$ cat src/rtl/nios2_ram_bist_master.sv
// nios2_ram_bist_master
//   Avalon-MM master that fills a word range of the on-chip RAM with an
//   additive pattern, reads it back, compares every word, and reports the
//   result together with the first failing address and the data read there.
//
// Ports
//   clk, reset_n        system clock, asynchronous active-low reset
//   start               one-cycle command strobe (ignored unless idle)
//   base_addr           first word address, sampled on start
//   word_count          number of words, sampled on start
//   seed                first pattern word, sampled on start
//   busy / done         run in progress / one-cycle completion pulse
//   pass                result, valid from done until the next accepted start
//   fail_addr/fail_data first mismatching address and the data read there
//   av_*                Avalon-MM master port towards the RAM s1 slave
module nios2_ram_bist_master #(
    parameter int unsigned ADDR_W       = 15,
    parameter int unsigned DATA_W       = 32,
    parameter int unsigned READ_LATENCY = 1,
    parameter logic [31:0] PAT_STEP     = 32'h9E3779B9
) (
    input  logic                clk,
    input  logic                reset_n,
    input  logic                start,
    input  logic [ADDR_W-1:0]   base_addr,
    input  logic [15:0]         word_count,
    input  logic [DATA_W-1:0]   seed,
    output logic                busy,
    output logic                done,
    output logic                pass,
    output logic [ADDR_W-1:0]   fail_addr,
    output logic [DATA_W-1:0]   fail_data,
    output logic [ADDR_W-1:0]   av_address,
    output logic                av_chipselect,
    output logic                av_read,
    output logic                av_write,
    output logic [DATA_W/8-1:0] av_byteenable,
    output logic [DATA_W-1:0]   av_writedata,
    input  logic [DATA_W-1:0]   av_readdata,
    input  logic                av_waitrequest
);

    localparam logic [DATA_W-1:0] STEP     = DATA_W'(PAT_STEP);
    localparam logic [2:0]        LAT_INIT = 3'(READ_LATENCY);

    typedef enum logic [2:0] {
        IDLE,
        WRITE,
        RD_REQ,
        RD_WAIT,
        FINISH
    } state_t;

    state_t              state_q,     state_d;
    logic [1:0]          rst_sync_q;
    logic                rst_int_n;
    logic [ADDR_W-1:0]   base_q,      base_d;
    logic [ADDR_W-1:0]   addr_q,      addr_d;
    logic [DATA_W-1:0]   seed_q,      seed_d;
    logic [DATA_W-1:0]   pat_q,       pat_d;
    logic [15:0]         count_q,     count_d;
    logic [15:0]         idx_q,       idx_d;
    logic [2:0]          lat_q,       lat_d;
    logic                pass_q,      pass_d;
    logic [ADDR_W-1:0]   fail_addr_q, fail_addr_d;
    logic [DATA_W-1:0]   fail_data_q, fail_data_d;
    logic                last_word;

    // Reset asserts asynchronously but releases two clocks after reset_n
    // rises, so no flop sees a release edge close to clk.
    always_ff @(posedge clk or negedge reset_n) begin
        if (!reset_n) begin
            rst_sync_q <= '0;
        end else begin
            rst_sync_q <= {rst_sync_q[0], 1'b1};
        end
    end

    assign rst_int_n = rst_sync_q[1];

    always_ff @(posedge clk or negedge rst_int_n) begin
        if (!rst_int_n) begin
            state_q     <= IDLE;
            base_q      <= '0;
            addr_q      <= '0;
            seed_q      <= '0;
            pat_q       <= '0;
            count_q     <= '0;
            idx_q       <= '0;
            lat_q       <= '0;
            pass_q      <= 1'b0;
            fail_addr_q <= '0;
            fail_data_q <= '0;
        end else begin
            state_q     <= state_d;
            base_q      <= base_d;
            addr_q      <= addr_d;
            seed_q      <= seed_d;
            pat_q       <= pat_d;
            count_q     <= count_d;
            idx_q       <= idx_d;
            lat_q       <= lat_d;
            pass_q      <= pass_d;
            fail_addr_q <= fail_addr_d;
            fail_data_q <= fail_data_d;
        end
    end

    assign last_word = (idx_q == (count_q - 16'd1));

    // addr_q and pat_q track word i directly (base+i, seed+i*STEP) so the
    // bus outputs come straight from flops and no adder or multiplier sits
    // in the address/data path.
    always_comb begin
        state_d     = state_q;
        base_d      = base_q;
        addr_d      = addr_q;
        seed_d      = seed_q;
        pat_d       = pat_q;
        count_d     = count_q;
        idx_d       = idx_q;
        lat_d       = lat_q;
        pass_d      = pass_q;
        fail_addr_d = fail_addr_q;
        fail_data_d = fail_data_q;

        case (state_q)
            IDLE: begin
                if (start) begin
                    base_d  = base_addr;
                    addr_d  = base_addr;
                    seed_d  = seed;
                    pat_d   = seed;
                    count_d = word_count;
                    idx_d   = '0;
                    pass_d  = 1'b0;
                    if (word_count == 16'd0) begin
                        pass_d  = 1'b1;
                        state_d = FINISH;
                    end else begin
                        state_d = WRITE;
                    end
                end
            end
            WRITE: begin
                if (!av_waitrequest) begin
                    if (last_word) begin
                        idx_d   = '0;
                        addr_d  = base_q;
                        pat_d   = seed_q;
                        state_d = RD_REQ;
                    end else begin
                        idx_d  = idx_q + 16'd1;
                        addr_d = addr_q + 1'b1;
                        pat_d  = pat_q + STEP;
                    end
                end
            end
            RD_REQ: begin
                if (!av_waitrequest) begin
                    lat_d   = LAT_INIT;
                    state_d = RD_WAIT;
                end
            end
            RD_WAIT: begin
                if (lat_q == 3'd1) begin
                    if (av_readdata != pat_q) begin
                        fail_addr_d = addr_q;
                        fail_data_d = av_readdata;
                        pass_d      = 1'b0;
                        state_d     = FINISH;
                    end else if (last_word) begin
                        pass_d  = 1'b1;
                        state_d = FINISH;
                    end else begin
                        idx_d   = idx_q + 16'd1;
                        addr_d  = addr_q + 1'b1;
                        pat_d   = pat_q + STEP;
                        state_d = RD_REQ;
                    end
                end else begin
                    lat_d = lat_q - 3'd1;
                end
            end
            FINISH: begin
                state_d = IDLE;
            end
            default: begin
                state_d = IDLE;
            end
        endcase
    end

    // Strobes decode straight from the state register so they fall as soon
    // as reset clears it, without waiting for a clock edge.
    always_comb begin
        av_write      = (state_q == WRITE);
        av_read       = (state_q == RD_REQ);
        av_chipselect = av_write | av_read;
        busy          = (state_q == WRITE) || (state_q == RD_REQ) ||
                        (state_q == RD_WAIT);
        done          = (state_q == FINISH);
    end

    assign av_byteenable = '1;
    assign av_address    = addr_q;
    assign av_writedata  = pat_q;
    assign pass          = pass_q;
    assign fail_addr     = fail_addr_q;
    assign fail_data     = fail_data_q;

endmodule
$ cat config.mk
export PLATFORM = sky130hd
export DESIGN_NAME = nios2_ram_bist_master
export DESIGN_NICKNAME = d
export VERILOG_FILES = /design/src/rtl/nios2_ram_bist_master.sv
export SDC_FILE = /design/constraint.sdc
export NUM_CORES = 1
export LEC_CHECK = 0
export ABC_CLOCK_PERIOD_IN_PS = 16600
export BUFFER_PORTS_ARGS = -buffer_cell sky130_fd_sc_hd__buf_2
export CAP_MARGIN = 20
export CORE_MARGIN = 3
export CORE_UTILIZATION = 43
export CTS_BUF_LIST = sky130_fd_sc_hd__clkbuf_2 sky130_fd_sc_hd__clkbuf_4 sky130_fd_sc_hd__clkbuf_8
export CTS_CLUSTER_DIAMETER = 40
export CTS_CLUSTER_SIZE = 12
export DETAILED_ROUTE_END_ITERATION = 10
export HOLD_SLACK_MARGIN = 0.1
export PLACE_DENSITY = 0.63
export SLEW_MARGIN = 20
export SYNTH_ARGS = -nofsm -noshare
export SYNTH_HDL_FRONTEND = slang
export SYNTH_SLANG_ARGS = --single-unit
$ cat constraint.sdc
create_clock -name clk -period 16.6 [get_ports clk]
set_clock_uncertainty 0.2 [all_clocks]
set_input_delay 3.32 -clock clk [delete_from_list [all_inputs] [get_ports clk]]
set_output_delay 3.32 -clock clk [all_outputs]
set_load 0.02 [all_outputs]
==> results of run 1 <==
## flip-flops by register name, indices dropped and copies added (netlist names)
name,cells
pass,1
rst_sync_q,2
base_q,15
fail_addr,15
seed_q,32
fail_data,32
count_q,16
lat_q,3
av_address,15
state_q,3
av_writedata,32
idx_q,16
## area by class of cell
| cell class | instances | area, um^2 | share of cell area, % |
|---|---|---|---|
| Antenna cell | 2 | 5.00 | 0.0427 |
| Clock buffer | 17 | 234 | 2.00 |
| Clock inverter | 15 | 186 | 1.59 |
| Inverter | 19 | 71.3 | 0.609 |
| Multi-Input combinational cell | 699 | 5180 | 44.2 |
| Sequential cell | 182 | 4560 | 38.9 |
| Tap cell | 313 | 392 | 3.34 |
| Timing Repair Buffer | 211 | 1090 | 9.29 |
## power groups by stage
stage	clock network [mW]	logic, mW	registers [mW]
detailed placement	0	0.891	0.831
finish	0.324	0.893	0.824
CTS	0.333	0.894	0.822
global placement	0	0.875	0.827
global route	0.350	0.981	0.854
floorplan	0	0.625	0.814
## through the flow
| stage | hold WS [ns] | power, mW | utilization [%] | setup slack [ns] |
|---|---|---|---|---|
| finish | 0.154 | 2.04 | 51.3 | 9.69 |
| global route | 0.172 | 2.18 | 51.3 | 9.48 |
| CTS | 0.162 | 2.05 | 51.3 | 9.67 |
| detailed placement | 0.140 | 1.72 | 49.4 | 10.01 |
| global placement | 0.141 | 1.70 | 49.4 | 10.09 |
| floorplan | 0.131 | 1.44 | - | 10.95 |
## Yosys cell counts, types with 14 or more instances
library cell / count / area [um^2]
nand3_1: 23 / 115
a221oi_1: 22 / 193
and3_1: 14 / 87.6
xnor2_1: 17 / 149
inv_1: 19 / 71.3
nor4_1: 20 / 125
and2_1: 25 / 156
nand2_1: 57 / 214
a221o_1: 15 / 150
o211ai_1: 14 / 105
nor3_1: 22 / 110
mux2_2: 108 / 1220
a22o_1: 27 / 236
clkbuf_1: 50 / 188
a21oi_1: 15 / 75.1
xor2_1: 40 / 350
dfrtp_1: 182 / 4550
o21ai_0: 60 / 300
nor2_1: 52 / 195
## worst register-to-register path: stages (launching register included)
cell	delay, ns
dfrtp_1	0.44
inv_1	0.10
ha_1	0.19
nor2b_1	0.32
nand2_1	0.16
o41ai_1	0.66
o2111ai_2	0.59
a21oi_2	0.78
buf_4	0.43
nor2_1	0.23
a22o_1	0.29
## final timing paths
| check | end | start |
|---|---|---|
| setup / recovery | av_write | state_q[0] |
| hold / removal | rst_sync_q[1] | rst_sync_q[0] |
| setup reg to reg | idx_q[10] | count_q[0] |
| hold reg to reg | rst_sync_q[1] | rst_sync_q[0] |
| max in group asynchronous | rst_sync_q[1] | reset_n |
| min in group asynchronous | fail_addr[11] | rst_sync_q[1] |
## cells in the final DEF (no fill, tap or decap), types with 17 or more instances in the layout
cell type    n
buf_2      198
and2_1      25
mux2_2     108
nand3_1     23
a22o_1      27
nor2_1      52
nand2_1     57
clkbuf_8    17
a221oi_1    22
o21ai_0     60
nor3_1      22
nor4_1      20
inv_1       19
xor2_1      40
xnor2_1     17
dfrtp_1    181
## metal layers
layer | track usage, % | up-vias | wire, um | part of all wire [%]
met2 | 36.5 | 266 | 13500 | 46
met4 | 5.73 | 12 | 473 | 1.6
met1 | 31.6 | 4164 | 13400 | 46
met5 | 0 | - | 77 | 0.26
li1 | - | 3933 | - | -
met3 | 5.52 | 39 | 1990 | 6.7
## logic make-up after synthesis
logic type	after synthesis	synth area share (%)
DFF	182	45.1
adders and majority gates	6	0.744
muxes	111	12.4
other	1	0.0372
AOI/OAI and AO/OA	249	18.6
xor gates and xnor gates	57	4.95
buffers and inverters	91	3.91
and+or+nand+nor	271	14.2
==> flow_metrics.py, run 1 <==
metrics = {
    "grt": {
        "grt_pass1_vias": 8309,
        "grt_overflow": 0,
        "grt_start_max_net_pins": 67,
        "grt_pass1_wl_mm": 47.0,
        "antenna_found_initial": 8,
        "track_usage_pct": 22.9,
    },
    "cts": {
        "cts_buffers": 17,
        "clock_sinks": 182,
        "cts_tree": "yes",
        "clk_latency_ns": 0.47,
        "cts_resized": 0,
        "ctsHtreeMaxLevel": 4,
        "clk_pin_slew_worst_paths_ns": 0.10,
        "cts_buffer_depth": 2,
        "post_cts_buffers": 0,
        "holdBufCountCts": 0,
        "clockRootBuffer": "clkbuf_8",
    },
    "synthesis": {
        "synth_cell_types": 77,
        "ys_seq_area_share_pct": 45.1,
        "synth_cells": 968,
        "yosys_warnings": 0,
        "syn_area_mm2": 0.0101,
        "async_reset_ff_share_pct": 100,
        "avgSynthCellArea_um2": 10.4,
        "synth_flop_cell": "dfrtp_1",
        "ys_seq_elements": 182,
        "synth_edf_count": 0,
    },
    "placement": {
        "dp_hpwl_mm": 20.6,
        "dpl_cell_area_mm2": 0.0113,
        "routabilityCongestion": 0.811,
        "dpl.cell_count": 1424,
        "numPortBuffers": 198,
    },
    "sta": {
        "maxSlewHeadroom_pct": 25.2,
        "setup_violations": 0,
        "tns_ns": 0,
        "hold_violations": 0,
        "maxSlewViolCount": 0,
        "fin_crit_sh_pct": 41.6,
        "fin_crit_ns": 6.91,
        "rsz0062_at_grt": "false",
        "worst_pin_slew_ns": 1.11,
        "max_clock_freq_mhz": 145,
    },
    "routing": {
        "firstDrtPassIters": 5,
        "routed-via-count": 8414,
        "drt_drc_violations_left": 0,
        "ant_nets": 0,
        "routed_wl_mm": 29.4,
        "drtIter0Drc": 582,
        "wl_per_cell_um": 20.2,
        "vias_per_cell": 5.77,
    },
    "power_and_ir_drop": {
        "p_int_mw": 1.14,
        "vdd_drop_max_v": 0.0000731,
        "power_frac_seq_pct": 40.4,
        "p_comb_share_pct": 43.7,
        "power.density_mw_per_mm2": 174,
        "clockPowerShare_pct": 15.9,
        "swShare_pct": 44.2,
        "leakagePower_nw": 5.17,
        "switching_power_mw": 0.901,
    },
    "cells_and_area": {
        "fillers": 2160,
        "nNetsFinal": 1235,
        "areaGrowthSynthToFinish_pct": 16.1,
        "instances_no_fill": 1458,
        "final_area_mm2": 0.0117,
        "drive_gt1_share_pct": 32.6,
    },
    "die": {
        "core_mm2": 0.0228,
        "rows": 55,
        "io_pins": 203,
        "die-height_um": 159,
        "initial_core_util_pct": 44.2,
        "die-area_mm2": 0.0253,
        "die_w_um": 159,
    },
    "setup_path": {
        "path_cells": "nor2b_1, nand2_1, inv_1, buf_2",
        "rrSetupSlack_ns": 12.12,
        "arrival_ns": 3.39,
        "crit_slowest_cell": "nor2b_1",
        "slowest_delay_ns": 0.76,
        "crit_required_ns": 13.08,
        "reg2reg_depth": 10,
        "cp_num_buf_inv": 2,
        "worst-path-max-fanout": 19,
        "worstSetupPathType": "reg -> out",
        "path_depth": 4,
        "cpLargestDelayFamily": "simple AND/OR/NAND/NOR gates",
        "critPathCaptureType": "primary output",
        "start_kind": "flop",
    },
    "outcome": {
        "status": "completed",
    },
    "hold_path": {
        "hold_depth": 0,
        "holdCritPathClass": "reg -> reg",
    },
    "flow_run": {
        "drv_cap": 0,
    },
}
(Power assumes the default switching activity.)
==> run 2: changes to the inputs <==
--- a/config.mk
+++ b/config.mk
@@ -5,7 +5,7 @@
 export SDC_FILE = /design/constraint.sdc
 export NUM_CORES = 1
 export LEC_CHECK = 0
-export ABC_CLOCK_PERIOD_IN_PS = 16600
+export ABC_CLOCK_PERIOD_IN_PS = 6470
 export BUFFER_PORTS_ARGS = -buffer_cell sky130_fd_sc_hd__buf_2
 export CAP_MARGIN = 20
 export CORE_MARGIN = 3
==> constraint.sdc (replaced) <==
create_clock -name clk -period 6.47 [get_ports clk]
set_clock_uncertainty 0.2 [all_clocks]
set_input_delay 1.294 -clock clk [delete_from_list [all_inputs] [get_ports clk]]
set_output_delay 1.294 -clock clk [all_outputs]
set_load 0.02 [all_outputs]
==> run 2 against run 1 <==
  * Critical path depth stayed put
  * Largest power group unchanged
  * Sequential cell count stayed put
  * Highest routed layer unchanged
  * Largest cell class unchanged
  * Critical endpoint unchanged
  * Die area stayed put
==> flow_metrics.py, run 2 (synthesis gave the netlist of run 1 again) <==
metrics = {
    "cts": {
        "cts_buffers": 17,
        "clockRootBuffer": "clkbuf_8",
        "ctsHtreeMaxLevel": 4,
        "cts_buffer_depth": 2,
        "cts_tree": "yes",
        "clk_pin_slew_worst_paths_ns": 0.09,
        "post_cts_buffers": 0,
        "cts_resized": 0,
        "clock_sinks": 182,
        "holdBufCountCts": 0,
        "clk_latency_ns": 0.47,
    },
    "setup_path": {
        "crit_required_ns": 4.98,
        "start_kind": "flop",
        "cp_num_buf_inv": 2,
        "crit_slowest_cell": "nor2b_1",
        "slowest_delay_ns": 0.78,
        "critPathCaptureType": "primary output",
        "arrival_ns": 3.42,
        "worst-path-max-fanout": 19,
        "path_cells": "nor2b_1, nand2_1, inv_1, buf_2",
        "worstSetupPathType": "reg -> out",
        "cpLargestDelayFamily": "simple AND/OR/NAND/NOR gates",
    },
    "die": {
        "die-height_um": 159,
        "die_w_um": 159,
        "rows": 55,
        "initial_core_util_pct": 44.2,
        "core_mm2": 0.0228,
        "die-area_mm2": 0.0253,
        "io_pins": 203,
    },
    "placement": {
        "dpl.cell_count": 1424,
        "numPortBuffers": 198,
        "dp_hpwl_mm": 20.2,
        "routabilityCongestion": 0.822,
        "dpl_cell_area_mm2": 0.0113,
    },
    "cells_and_area": {
        "final_area_mm2": 0.0118,
        "areaGrowthSynthToFinish_pct": 16.5,
        "drive_gt1_share_pct": 32.6,
        "fillers": 2134,
        "antenna_cells": 0,
        "layout_common_cells": "198 x buf_2, 181 x dfrtp_1, 108 x mux2_2",
        "nNetsFinal": 1235,
        "final_common_cell": "buf_2",
        "instances_no_fill": 1456,
    },
    "routing": {
        "vias_per_cell": 5.82,
        "drtIter0Drc": 615,
        "routed-via-count": 8479,
        "firstDrtPassIters": 7,
        "drt_drc_violations_left": 0,
        "routed_wl_mm": 29.2,
        "ant_nets": 0,
        "wl_per_cell_um": 20.0,
    },
    "sta": {
        "max_clock_freq_mhz": 204,
        "maxSlewHeadroom_pct": 33.9,
        "setup_violations": 0,
        "maxSlewViolCount": 0,
        "fin_crit_sh_pct": 75.9,
        "worst_pin_slew_ns": 0.991,
        "hold_violations": 0,
        "fin_crit_ns": 4.91,
        "tns_ns": 0,
        "rsz0062_at_grt": "false",
    },
    "flow_run": {
        "drv_cap": 0,
    },
    "grt": {
        "antenna_found_initial": 7,
        "grt_pass1_wl_mm": 46.2,
        "use_met1_pct": 31.7,
        "met3_usage_pct": 5.78,
        "track_usage_pct": 22.7,
        "met2_usage_pct": 35.6,
        "grt_pass1_vias": 8281,
        "top_usage_layer": "met2",
        "grt_overflow": 0,
        "grt_start_max_net_pins": 181,
    },
    "power_and_ir_drop": {
        "vdd_drop_max_v": 0.000188,
        "power.density_mw_per_mm2": 448,
        "leakagePower_nw": 5.19,
    },
    "outcome": {
        "status": "completed",
    },
    "hold_path": {
        "holdCritPathClass": "reg -> reg",
    },
}
[run 2: cell types whose count changed in the layout (fill, tap and decap cells not counted)]
cell        change
inv_6           +2
clkinv_4        -3
bufinv_16       +1
nor4_4          +1
nor4_2          -1
clkbuf_4        +1
clkinv_8        -1
clkinvlp_4      +1
buf_4           -2
diode_2         -2
inv_8           -1
buf_12          +2
[run 2: cell type report]
cell class	instances	area, um^2	share of cell area [%]
clock buffer	18	241	2.05
clock inverter	14	188	1.60
sequential	182	4560	38.8
timing repair buffer	211	1110	9.48
multi-input combinational	699	5190	44.2
inverter	19	71.3	0.607
tap	313	392	3.33
[run 2: report_power, final]
part / internal (mW) / switching, mW / total [mW]
sequential: 1.54 / 0.572 / 2.11
combinational: 1.03 / 1.27 / 2.30
clock: 0.399 / 0.458 / 0.857
total: 2.96 / 2.30 / 5.27
[run 2: final timing paths]
kind | startpoint | slack [ns] | cells after the start | end
max | state_q[0] | 1.56 | 4 | av_write
min | rst_sync_q[0] | 0.16 | 0 | rst_sync_q[1]
max reg2reg | count_q[0] | 1.96 | 10 | idx_q[10]
min reg2reg | rst_sync_q[0] | 0.16 | 0 | rst_sync_q[1]
max in group asynchronous | rst_sync_q[1] | 5.04 | 1 | av_writedata[15]
min in group asynchronous | rst_sync_q[1] | 0.32 | 1 | fail_addr[10]
[run 2: through the flow]
| step | utilization [%] | hold WS, ns | setup slack (ns) | total power [mW] |
|---|---|---|---|---|
| finish | 51.4 | 0.161 | 1.56 | 5.27 |
| detailed placement | 49.5 | 0.143 | 1.94 | 4.42 |
| floorplan | - | 0.131 | 0.823 | 3.69 |
| global placement | 49.4 | 0.140 | 2.00 | 4.37 |
| global route | 51.4 | 0.166 | 1.38 | 5.62 |
| CTS | 51.4 | 0.165 | 1.55 | 5.28 |
[run 2: per-layer routing]
layer  vias up  wire length (um)  share of wire, %
li1       3921                 -                 -
met1      4189             13200                45
met2       311             13200                45
met3        44              2200               7.5
met4        14               465               1.6
met5         -                77              0.26
==> run 3: changes to the inputs <==
--- a/config.mk
+++ b/config.mk
@@ -5,7 +5,7 @@
 export SDC_FILE = /design/constraint.sdc
 export NUM_CORES = 1
 export LEC_CHECK = 0
-export ABC_CLOCK_PERIOD_IN_PS = 6470
+export ABC_CLOCK_PERIOD_IN_PS = 4800
 export BUFFER_PORTS_ARGS = -buffer_cell sky130_fd_sc_hd__buf_2
 export CAP_MARGIN = 20
 export CORE_MARGIN = 3
==> constraint.sdc (replaced) <==
create_clock -name clk -period 4.8 [get_ports clk]
set_clock_uncertainty 0.2 [all_clocks]
set_input_delay 0.96 -clock clk [delete_from_list [all_inputs] [get_ports clk]]
set_output_delay 0.96 -clock clk [all_outputs]
set_load 0.02 [all_outputs]
==> run 3 against run 2 <==
  * Sequential cell count did not move
  * Cell count grew 0.96%
  * Setup slack got worse by 0.62 ns
  * Clock power up 26%
  * Hold slack got worse by 0.0014 ns
  * Critical path type unchanged
  * Power up 35%
  * Global-route usage rose by 0.27 points
  * Sequential share of layout area down 0.30 points
  * Register-to-register slack got worse by 1.0 ns
  * Routed wire length increased by 1.3%
==> flow_metrics.py, run 3 (synthesis gave the netlist of run 1 again) <==
metrics = {
    "cells_and_area": {
        "areaGrowthSynthToFinish_pct": 17.4,
        "drive_gt1_share_pct": 33.4,
        "antenna_cells": 0,
        "post-route-util_pct": 51.8,
        "instances_no_fill": 1470,
        "layout_common_cells": "198 x buf_2, 181 x dfrtp_1, 108 x mux2_2",
        "nNetsFinal": 1249,
        "fillers": 2147,
        "final_common_cell": "buf_2",
        "final_area_mm2": 0.0118,
    },
    "setup_path": {
        "slowest_delay_ns": 0.66,
        "cpMostUsedCell": "inv_1",
        "crit_slowest_cell": "dfrtp_1",
        "r2r-end": "av_writedata[18]",
        "worst-path-max-fanout": 21,
        "r2r-start": "count_q[0]",
        "start_kind": "flop",
        "arrival_ns": 2.70,
        "reg2reg_depth": 11,
        "rrSetupSlack_ns": 0.95,
        "path_cells": "inv_1, nand2_1, inv_1, buf_2",
        "worstSetupPathType": "reg -> out",
        "crit_required_ns": 3.64,
        "critPathCaptureType": "primary output",
    },
    "grt": {
        "grt_start_max_net_pins": 82,
        "grt_pass1_vias": 8339,
        "grt_overflow": 0,
        "grt_pass1_wl_mm": 46.9,
        "antenna_found_initial": 5,
        "track_usage_pct": 23.0,
    },
    "cts": {
        "clock_sinks": 182,
        "cts_buffer_depth": 2,
        "clk_pin_slew_worst_paths_ns": 0.10,
        "clk_latency_ns": 0.48,
        "cts_buffers": 17,
        "holdBufCountCts": 1,
        "ctsHtreeMaxLevel": 4,
        "cts_resized": 0,
        "cts_tree": "yes",
        "clockRootBuffer": "clkbuf_8",
        "post_cts_buffers": 0,
    },
    "placement": {
        "dpl.cell_count": 1437,
        "dp_hpwl_mm": 21.1,
        "numPortBuffers": 198,
        "dpl_cell_area_mm2": 0.0114,
        "dp_slack_ns": 0.844,
        "routabilityCongestion": 0.837,
    },
    "routing": {
        "ant_nets": 0,
        "wl_per_cell_um": 20.1,
        "drt_drc_violations_left": 0,
        "routed-via-count": 8524,
        "firstDrtPassIters": 5,
        "drtIter0Drc": 557,
        "routed_wl_mm": 29.5,
        "vias_per_cell": 5.80,
    },
    "power_and_ir_drop": {
        "leakagePower_nw": 5.24,
        "vdd_drop_max_v": 0.000262,
        "power.density_mw_per_mm2": 598,
        "finalPower_mw": 7.09,
    },
    "sta": {
        "rsz0062_at_grt": "false",
        "fin_ws_ns": 0.938,
        "fin_crit_sh_pct": 80.4,
        "max_clock_freq_mhz": 259,
        "hold_violations": 0,
        "fin_crit_ns": 3.86,
        "worst_pin_slew_ns": 0.913,
        "setup_violations": 0,
        "maxSlewViolCount": 0,
        "timing.hold.ws_ns": 0.159,
        "tns_ns": 0,
        "maxSlewHeadroom_pct": 38.9,
    },
    "die": {
        "initial_core_util_pct": 44.2,
        "rows": 55,
        "die-area_mm2": 0.0253,
        "core_mm2": 0.0228,
        "io_pins": 203,
        "die-height_um": 159,
        "die_w_um": 159,
    },
    "hold_path": {
        "hold_depth": 0,
        "min_to": "rst_sync_q[1]",
        "holdCritStartpoint": "rst_sync_q[0]",
        "holdCritPathClass": "reg -> reg",
    },
    "outcome": {
        "status": "completed",
    },
    "flow_run": {
        "drv_cap": 0,
    },
}
## run 3: critical path: cells and delay by family (launching register included)
family / cells / cell delay, ns
buffers and inverters: 3 / 1.44
DFF: 1 / 0.66
and+or+nand+nor: 1 / 0.14
## run 3: worst max path at each step
stage | startpoint | cells past startpoint | slack (ns) | endpoint
after floorplan | rst_sync_q[1] | 0 | 1.60 | av_address[0]
after global placement | av_readdata[15] | 9 | 0.99 | av_address[0]
after detailed placement | av_readdata[30] | 9 | 0.84 | idx_q[15]
after CTS | count_q[0] | 11 | 0.96 | av_writedata[18]
after global routing | count_q[0] | 11 | 0.65 | av_writedata[18]
final | state_q[1] | 4 | 0.94 | av_write
## run 3: per-layer routing
layer  track usage (%)  vias to the layer above  part of all wire (%)  routed length (um)
met2              37.0                      287                    47               13900
met5                 0                        -                  0.17                  49
met4              5.17                       10                   1.1                 333
li1                  -                     3960                     -                   -
met3              5.33                       35                   6.6                1950
met1              31.9                     4232                    45               13400
## run 3: where the power goes
| group | total, mW | switching (mW) | leakage, nW | internal (mW) |
|---|---|---|---|---|
| clock network | 1.08 | 0.665 | 0.207 | 0.411 |
| logic | 3.17 | 1.74 | 2.85 | 1.44 |
| registers | 2.84 | 0.767 | 2.18 | 2.07 |
## run 3: area by class of cell
cell class              count  area [um^2]  share of cell area [%]
inverters                  19         71.3                   0.602
repair buffers            225         1230                    10.4
flip-flops and latches    182         4560                    38.5
multi-input cells         699         5190                    43.8
clock inverters            14          155                    1.31
well taps                 313          392                    3.31
clock buffers              18          248                    2.09
